**config.mk**
```make
export PLATFORM = sky130hd
export DESIGN_NAME = ddr3_port_arbiter
export DESIGN_NICKNAME = d
export VERILOG_FILES = /design/src/rtl/ddr_arb_pkg.sv /design/src/rtl/ddr_rr_pick.sv /design/src/rtl/ddr3_port_arbiter.sv
export SDC_FILE = /design/constraint.sdc
export NUM_CORES = 1
export LEC_CHECK = 0
export ABC_AREA = 1
export CORE_AREA = 8 8 233 235
export CTS_BUF_LIST = sky130_fd_sc_hd__clkbuf_4
export DETAILED_ROUTE_END_ITERATION = 8
export DIE_AREA = 0 0 241 243
export GPL_TIMING_DRIVEN = 0
export PLACE_DENSITY = 0.43
export SYNTH_ARGS = -nofsm -noshare
export SYNTH_HDL_FRONTEND = slang
export SYNTH_SLANG_ARGS = --single-unit
```
**constraint.sdc**
```tcl
create_clock -name clk -period 1.73 [get_ports clk]
set_clock_uncertainty 0.05 [all_clocks]
set_input_delay 0.173 -clock clk [delete_from_list [all_inputs] [get_ports clk]]
set_output_delay 0.173 -clock clk [all_outputs]
set_load 0.005 [all_outputs]
```
**src/rtl/ddr_arb_pkg.sv**
```systemverilog
// Shared types and constants for the DDR3 two-client port arbiter.
// Opcodes match the MIG app_cmd encoding.
package ddr_arb_pkg;

  typedef enum logic [2:0] {
    IDLE    = 3'd0,
    WR_D0   = 3'd1,
    WR_D1   = 3'd2,
    WR_CMD  = 3'd3,
    RD_CMD  = 3'd4,
    RD_DATA = 3'd5,
    ACK     = 3'd6
  } state_t;

  localparam logic [2:0]  CMD_READ        = 3'b001;
  localparam logic [2:0]  CMD_WRITE       = 3'b000;
  localparam logic [26:0] BURST_ADDR_MASK = 27'h7FFFFF8;

endpackage

```
**src/rtl/ddr_rr_pick.sv**
```systemverilog
// Two-way winner select for the DDR3 port arbiter.
// Define DDR_ARB_FIXED_PRIO_EN to make client 0 win every tie.
module ddr_rr_pick (
  input  logic [1:0] req,
  input  logic       last_grant,
  output logic       pick
);

`ifdef DDR_ARB_FIXED_PRIO_EN
  logic unused_last_grant;
  assign unused_last_grant = last_grant;

  always_comb begin
    pick = 1'b0;
    if (!req[0] && req[1])
      pick = 1'b1;
  end
`else
  always_comb begin
    pick = 1'b0;
    unique case (req)
      2'b01:   pick = 1'b0;
      2'b10:   pick = 1'b1;
      2'b11:   pick = ~last_grant;
      default: pick = 1'b0;
    endcase
  end
`endif

endmodule

```
**src/rtl/ddr3_port_arbiter.sv**
```systemverilog
// Shares one DDR3 MIG UI port between two 128-bit burst clients.
// Build option: DDR_ARB_FIXED_PRIO_EN (fixed priority instead of round-robin).
module ddr3_port_arbiter
  import ddr_arb_pkg::*;
#(
  parameter int ADDR_W = 27,
  parameter int BEAT_W = 64
) (
  input  logic                         clk,
  input  logic                         reset,
  input  logic [1:0]                   c_req,
  input  logic [1:0]                   c_we,
  input  logic [1:0][ADDR_W-1:0]       c_addr,
  input  logic [1:0][2*BEAT_W-1:0]     c_wdata,
  output logic [1:0]                   c_ack,
  output logic [2*BEAT_W-1:0]          c_rdata,
  output logic [ADDR_W-1:0]            ram_address,
  output logic [2:0]                   ram_cmd,
  output logic                         ram_en,
  input  logic                         ram_rdy,
  output logic [BEAT_W-1:0]            ram_wdf_data,
  output logic                         ram_wdf_wren,
  output logic                         ram_wdf_end,
  input  logic                         ram_wdf_rdy,
  input  logic                         ram_rd_valid,
  input  logic                         ram_rd_data_end,
  input  logic [BEAT_W-1:0]            ram_rd_data
);

  localparam logic [ADDR_W-1:0] MASK =
    ADDR_W'(BURST_ADDR_MASK);

  state_t            state;
  logic              owner;
  logic              last_grant;
  logic              pick;
  logic [ADDR_W-1:0] addr_q;

  ddr_rr_pick u_pick (
    .req        (c_req),
    .last_grant (last_grant),
    .pick       (pick)
  );

  always_ff @(posedge clk) begin
    if (reset) begin
      state      <= IDLE;
      owner      <= 1'b0;
      last_grant <= 1'b1;
      addr_q     <= '0;
      c_rdata    <= '0;
    end else begin
      unique case (state)
        IDLE: begin
          if (|c_req) begin
            owner  <= pick;
            addr_q <= c_addr[pick] & MASK;
            state  <= c_we[pick] ? WR_D0 : RD_CMD;
          end
        end
        WR_D0:
          if (ram_wdf_rdy) state <= WR_D1;
        WR_D1:
          if (ram_wdf_rdy) state <= WR_CMD;
        WR_CMD:
          if (ram_rdy) state <= ACK;
        RD_CMD:
          if (ram_rdy) state <= RD_DATA;
        RD_DATA: begin
          if (ram_rd_valid) begin
            if (ram_rd_data_end) begin
              c_rdata[BEAT_W-1:0] <= ram_rd_data;
              state <= ACK;
            end else begin
              c_rdata[2*BEAT_W-1:BEAT_W] <= ram_rd_data;
            end
          end
        end
        ACK: begin
          last_grant <= owner;
          state      <= IDLE;
        end
        default:
          state <= IDLE;
      endcase
    end
  end

  // Outputs decode from state so a reset edge clears them at once.
  always_comb begin
    ram_en       = 1'b0;
    ram_cmd      = CMD_WRITE;
    ram_wdf_wren = 1'b0;
    ram_wdf_end  = 1'b0;
    ram_wdf_data = '0;
    c_ack        = '0;
    unique case (1'b1)
      (state == WR_D0): begin
        ram_wdf_wren = 1'b1;
        ram_wdf_data = c_wdata[owner][2*BEAT_W-1:BEAT_W];
      end
      (state == WR_D1): begin
        ram_wdf_wren = 1'b1;
        ram_wdf_end  = 1'b1;
        ram_wdf_data = c_wdata[owner][BEAT_W-1:0];
      end
      (state == WR_CMD):
        ram_en = 1'b1;
      (state == RD_CMD): begin
        ram_en  = 1'b1;
        ram_cmd = CMD_READ;
      end
      (state == ACK):
        c_ack[owner] = 1'b1;
      default: ;
    endcase
  end

  assign ram_address = addr_q;

endmodule

```
==> metrics.md, run 1 <==
| Metric | Value |
|---|---|
| Grt ovf | `0` |
| Critical Path RT | `1.51 ns` |
| #FFs+latches synth | `157` |
| Post-route DRC | `0` |
| Seq pwr share | `28.5%` |
| Die area | `58,600 µm²` |
| Routed WL | `60,200 µm` |
| RSZ-0062 raised after global routing | `true` |
| # placed instances | `2,553` |
| Non-Filler Instances | `2,692` |
| PD cells | `831 nW/µm²` |
| Largest net degree at the start of global routing | `17` |
| Drt wl/cell | `22.4 µm` |
| Maximum vdd ir drop | `0.535 mV` |
| Slew @ Worst Pin | `0.741 ns` |
| Clock Tree Buf Depth | `2` |
| Syn Inst Count | `1,270` |
| I/O pin cnt | `611` |
| Clock sinks | `157` |
| Fin. Hold Viols | `0` |
| Crit. End Element | `output pin` |
| Core area | `50,700 µm²` |
| GRT Total Usage | `19.0%` |
| Initial Util | `16.0%` |
| Crit path largest cell delay | `0.34 ns` |
| CTS tree | `yes` |
| CTS HTree Levels | `4` |
| Post-Synthesis Cell Area | `8120 µm²` |
| Post-synthesis area per instance | `6.39 µm²` |
| Clock transition at path regs | `0.15 ns` |
| Sw Share | `38.4%` |
| Internal power | `0.00918 W` |
| IO Port Bufs | `599` |
| Hold/Removal Path Class | `input pin to flip-flop` |
| Period utilisation layout | `133%` |
| Root buffer cell | `clkbuf_4` |
| Synth warn | `0` |
| Placement row count | `83` |
| Setup TNS Final | `-31.17 ns` |
| RePlAce Congestion | `0.991` |
| Worst-path fanout max | `9` |
| Die height | `243 µm` |
| Fmax | `0.434 GHz` |
| Finished Cell Area | `17,900 µm²` |
| Sequential share of the synthesized area | `38.7%` |
| 1st-iter DRT viols | `421` |
| First-pass DRT Iterations | `4` |
| Post-DP Area | `15,000 µm²` |
| CP Class | `flip-flop to output pin` |
| Max Cap Viol | `0` |
| Total CTS buffers | `17` |
| Vias | `11,296` |
| Final worst slack | `-0.575 ns` |
| HPWL after DPL | `47,400 µm` |
| WP data arrival | `2.08 ns` |
| CP max stage cell | `dfxtp_2` |
| Most frequent cells in the layout | `377 x clkdlybuf4s50_1, 264 x nand2_1, 243 x nor2_1` |
| Critical Path Source Type | `flip-flop` |
| Worst-Skew Late Latency | `0.63 ns` |
| Switching power | `0.00572 W` |
| Commonest non-fill, non-tap cell in the layout | `clkdlybuf4s50_1` |
| Chip width | `241 µm` |
| CP Cell Sequence | `buf_6 > inv_6 > nand3_4 > buf_12 > buf_12 > buf_16 > a21oi_4 > or2_4 > buf_6` |
| Combinational power share | `55.8%` |
| Clock power share | `15.7%` |
| Min Clock Period, post-route | `2.31 ns` |
| Nets | `2,368` |
| Max-slew headroom | `50.6%` |
| Share of cells above drive strength 1 | `25.8%` |
| Violated checks | `setup timing` |
| Routed Antenna Nets | `0` |
| Synth cell types | `21` |
| Antenna violations before repair | `22` |
| Vias per cell | `4.20` |
| Vias in the first global route | `11,859` |
| Final setup fails | `102` |
| Final Slew Violations | `0` |
| P_leak | `8.08 nW` |
| Syn-to-layout area delta | `121%` |
| First-pass GRT wire length | `82,500 µm` |
| Outcome | `finished with violations` |
## per-layer routing
layer,wire length (µm),GRT usage (%)
met1,21100,18.8
met2,31400,34.9
met4,1590,6.28
met3,6020,8.42
met5,65,0
## state kept, by name (all words and copies together), names as in the netlist
signal       flops
ram_address     24
c_rdata        128
owner            1
last_grant       1
state            3
## synthesized netlist by cell type, drive strengths merged
master / number / share of area (%)
a21oi: 181 / 11
buf: 64 / 5.0
clkbuf: 35 / 1.6
conb: 1 / 0.046
dfxtp: 157 / 39
inv: 20 / 0.92
nand2: 304 / 14
nand3: 16 / 1.1
nor2: 274 / 13
nor3: 1 / 0.062
o21ai: 153 / 9.4
or2: 64 / 4.9
## metrics by stage
step | hold slack [ns] | power (W) | worst slack [ns] | utilization (%)
6_report | 0.0997 | 0.0149 | -0.575 | 35.4
5_1_grt | 0.0234 | 0.0158 | -0.693 | 35.4
4_1_cts | 0.00123 | 0.0146 | -0.667 | 33.0
3_5_place_dp | 0.431 | 0.0108 | -0.921 | 29.6
3_3_place_gp | 0.425 | 0.0108 | -0.889 | 29.6
2_1_floorplan | 0.192 | 0.00674 | 0.312 | -
## worst paths after layout
check                       start         endpoint  slack, ns  cells after the start
setup / recovery         state[0]  ram_wdf_data[8]      -0.58                      9
hold reg to reg       c_rdata[13]      c_rdata[13]       0.45                      2
setup reg to reg         state[0]      c_rdata[32]      -0.06                     10
hold / removal    ram_rd_data[44]     c_rdata[108]        0.1                      3
## critical path, delay by kind of cell (launching register included)
family,cells,cell delay [ns]
buffers and inverters,6,0.72
DFF,1,0.34
and+or+nand+nor,2,0.27
AOI/OAI and AO/OA,1,0.14
## repair_timing
| action | in CTS | in global routing |
|---|---|---|
| hold endpoints to repair | 31 | 0 |
| pin swaps | 28 | 59 |
| endpoints found under the setup margin | 261 | 196 |
| hold buffers | 29 | 0 |
| setup buffers | 23 | 14 |
| cloned | 9 | 19 |
| gates resized for setup | 815 | 222 |
## cells by family (layout without fill, tap and decap cells)
group | Yosys count | after routing | synth area share [%]
flip-flops | 157 | 157 | 38.7
AO/OA/AOI/OAI | 334 | 334 | 20.6
other | 1 | 20 | 0.0462
AND/OR/NAND/NOR | 659 | 659 | 33.1
buffers and inverters | 119 | 842 | 7.58
## power by group through the flow
stage / Combinational, W / Clock (W) / Sequential, W
global placement: 0.00652 / 0 / 0.00428
global route: 0.00887 / 0.00260 / 0.00429
CTS: 0.00786 / 0.00247 / 0.00423
detailed placement: 0.00650 / 0 / 0.00429
floorplan: 0.00244 / 0 / 0.00430
finish: 0.00832 / 0.00234 / 0.00424
## final cells by class
| type | count | area (µm²) |
|---|---|---|
| Fill cell | 5601 | 32800 |
| Timing Repair Buffer | 691 | 7040 |
| Multi-Input combinational cell | 998 | 5190 |
| Sequential cell | 157 | 3240 |
| Buffer | 98 | 1180 |
| Tap cell | 680 | 851 |
| Clock inverter | 15 | 145 |
| Clock buffer | 17 | 128 |
| Inverter | 20 | 114 |
| Antenna cell | 15 | 37.5 |
| Timing Repair inverter | 1 | 8.76 |
(Power assumes the default switching activity.)
==> inputs of run 2 (changes only) <==
--- a/config.mk
+++ b/config.mk
@@ -11,6 +11,7 @@
 export DETAILED_ROUTE_END_ITERATION = 8
 export DIE_AREA = 0 0 241 243
 export GPL_TIMING_DRIVEN = 0
+export MAX_ROUTING_LAYER = met4
 export PLACE_DENSITY = 0.43
 export SYNTH_ARGS = -nofsm -noshare
 export SYNTH_HDL_FRONTEND = slang
==> constraint.sdc (replaced) <==
create_clock -name clk -period 1.73 [get_ports clk]
set_clock_uncertainty 0.05 [all_clocks]
set_input_delay 0.173 -clock clk [delete_from_list [all_inputs] [get_ports clk]]
set_output_delay 0.173 -clock clk [all_outputs]
set_load 0.05 [all_outputs]
==> run 2 against run 1 <==
  * The flow still finishes with violations (setup timing)
  * Utilization fell by 1.2 points
  * Design area decreased by 3.4%
  * Cell count down 1.2%
  * Register-to-register slack improved by 0.03 ns
  * Worst setup slack worse by 0.047 ns
  * First-iteration DRC count up 8.3%
  * Flip-flop and latch count is the same
  * Critical path type unchanged
  * Critical endpoint is now ram_wdf_data[21]
  * Largest power group unchanged
  * Highest routed layer is now met4
==> metrics.md, run 2 (synthesis results as in run 1) <==
| Metric | Value |
|---|---|
| CTS HTree Levels | `4` |
| Vias in the first global route | `11,637` |
| RePlAce Congestion | `0.993` |
| Routed WL | `59,700 µm` |
| Clock sinks | `157` |
| Core area | `50,700 µm²` |
| Hold/Removal Path Class | `input pin to flip-flop` |
| Outcome | `finished with violations` |
| Final Slew Violations | `0` |
| Critical Path Source Type | `flip-flop` |
| Largest net degree at the start of global routing | `17` |
| Fmax | `0.425 GHz` |
| Max Cap Viol | `0` |
| Clock transition at path regs | `0.14 ns` |
| Max layer used | `met4` |
| First-pass GRT wire length | `82,100 µm` |
| # placed instances | `2,553` |
| Die area | `58,600 µm²` |
| Die height | `243 µm` |
| Finished Cell Area | `17,300 µm²` |
| Root buffer cell | `clkbuf_4` |
| Syn-to-layout area delta | `113%` |
| Met3 routed WL | `5580 µm` |
| IO Port Bufs | `599` |
| WL met2 | `31,100 µm` |
| Worst-path fanout max | `8` |
| Routed Antenna Nets | `0` |
| GRT Total Usage | `19.6%` |
| Violated checks | `setup timing` |
| CTS tree | `yes` |
| Maximum vdd ir drop | `0.485 mV` |
| Non-Filler Instances | `2,661` |
| Worst-Skew Late Latency | `0.61 ns` |
| Chip width | `241 µm` |
| P_leak | `7.16 nW` |
| Max-slew headroom | `58.1%` |
| Clock Tree Buf Depth | `2` |
| Most flop-heavy register | `c_rdata` |
| Fin util | `34.2%` |
| PD cells | `1030 nW/µm²` |
| Share of cells above drive strength 1 | `26.4%` |
| Final worst slack | `-0.622 ns` |
| Total CTS buffers | `17` |
| 1st-iter DRT viols | `456` |
| PnR Total Power | `0.0178 W` |
| Fin. Hold Viols | `0` |
| RSZ-0062 raised after global routing | `true` |
| First-pass DRT Iterations | `5` |
| Vias | `11,172` |
| Antenna violations before repair | `23` |
| HPWL after DPL | `48,300 µm` |
| Final setup fails | `81` |
| Placement row count | `83` |
| WP data arrival | `2.13 ns` |
| Nets | `2,336` |
| Crit. End Element | `output pin` |
| Grt ovf | `0` |
| Hold Slack | `0.0871 ns` |
| Metal-1 WL | `21,200 µm` |
| Max reg flops | `128` |
| Slew @ Worst Pin | `0.628 ns` |
| I/O pin cnt | `611` |
| Commonest non-fill, non-tap cell in the layout | `clkdlybuf4s50_1` |
| Most frequent cells in the layout | `377 x clkdlybuf4s50_1, 279 x nand2_1, 256 x nor2_1` |
| Post-DP Area | `15,000 µm²` |
| Drt wl/cell | `22.4 µm` |
| Period utilisation layout | `136%` |
| Initial Util | `16.0%` |
| Critical Path RT | `1.51 ns` |
| CP Class | `flip-flop to output pin` |
| Min Clock Period, post-route | `2.35 ns` |
| Post-route DRC | `0` |
| Vias per cell | `4.20` |
[run 2: per-stage QoR]
| stage | setup TNS (ns) | setup slack, ns |
|---|---|---|
| 2_1_floorplan | 0 | 0.0256 |
| 3_3_place_gp | -143.87 | -1.39 |
| 3_5_place_dp | -139.01 | -1.33 |
| 4_1_cts | -47.83 | -0.749 |
| 5_1_grt | -54.17 | -0.775 |
| 6_report | -37.05 | -0.622 |
[run 2: path summary, 6_finish.rpt]
| kind | from | to | slack, ns | depth (start not counted) |
|---|---|---|---|---|
| max | owner | ram_wdf_data[21] | -0.62 | 8 |
| min | c_addr[52] | ram_address[25] | 0.09 | 3 |
| max reg2reg | state[0] | c_rdata[118] | -0.03 | 10 |
| min reg2reg | c_rdata[22] | c_rdata[22] | 0.46 | 2 |
[run 2: timing repair]
item / 4_1_cts / 5_1_grt
gates cloned: 7 / 8
buffers inserted: 16 / 9
endpoints found under the setup margin: 247 / 200
resized for setup: 1142 / 177
endpoints found under the hold margin: 23 / 0
pin swaps: 20 / 47
hold buffers: 23 / 0
[run 2: critical path, cell delays in order (launching register included)]
cell        delay (ns)
dfxtp_4           0.40
clkinvlp_4        0.13
buf_12            0.15
buf_16            0.15
clkbuf_16         0.16
nand2_4           0.05
a21oi_2           0.04
or2_1             0.25
buf_8             0.16
[run 2: layer usage]
metal / track usage, % / vias to the layer above
li1: - / 5470
met1: 18.6 / 5194
met2: 36.2 / 427
met3: 8.01 / 81
met4: 5.20 / 0
met5: - / -
[run 2: power breakdown]
part | switching [W] | leakage (nW) | total, W | internal, W
combinational | 0.00681 | 5.74 | 0.0111 | 0.00429
clock | 0.00144 | 0.153 | 0.00246 | 0.00102
sequential | 0.000234 | 1.27 | 0.00425 | 0.00401
total | 0.00849 | 7.16 | 0.0178 | 0.00932
[run 2: cell type report]
type / instances / area (µm²)
plain buffers: 97 / 932
flip-flops and latches: 157 / 3160
repair buffers: 660 / 7060
well taps: 680 / 851
inverters: 20 / 105
fillers: 5549 / 33400
clock inverters: 13 / 165
multi-input cells: 998 / 4870
repair inverters: 1 / 7.51
diodes: 17 / 42.5
clock buffers: 18 / 135
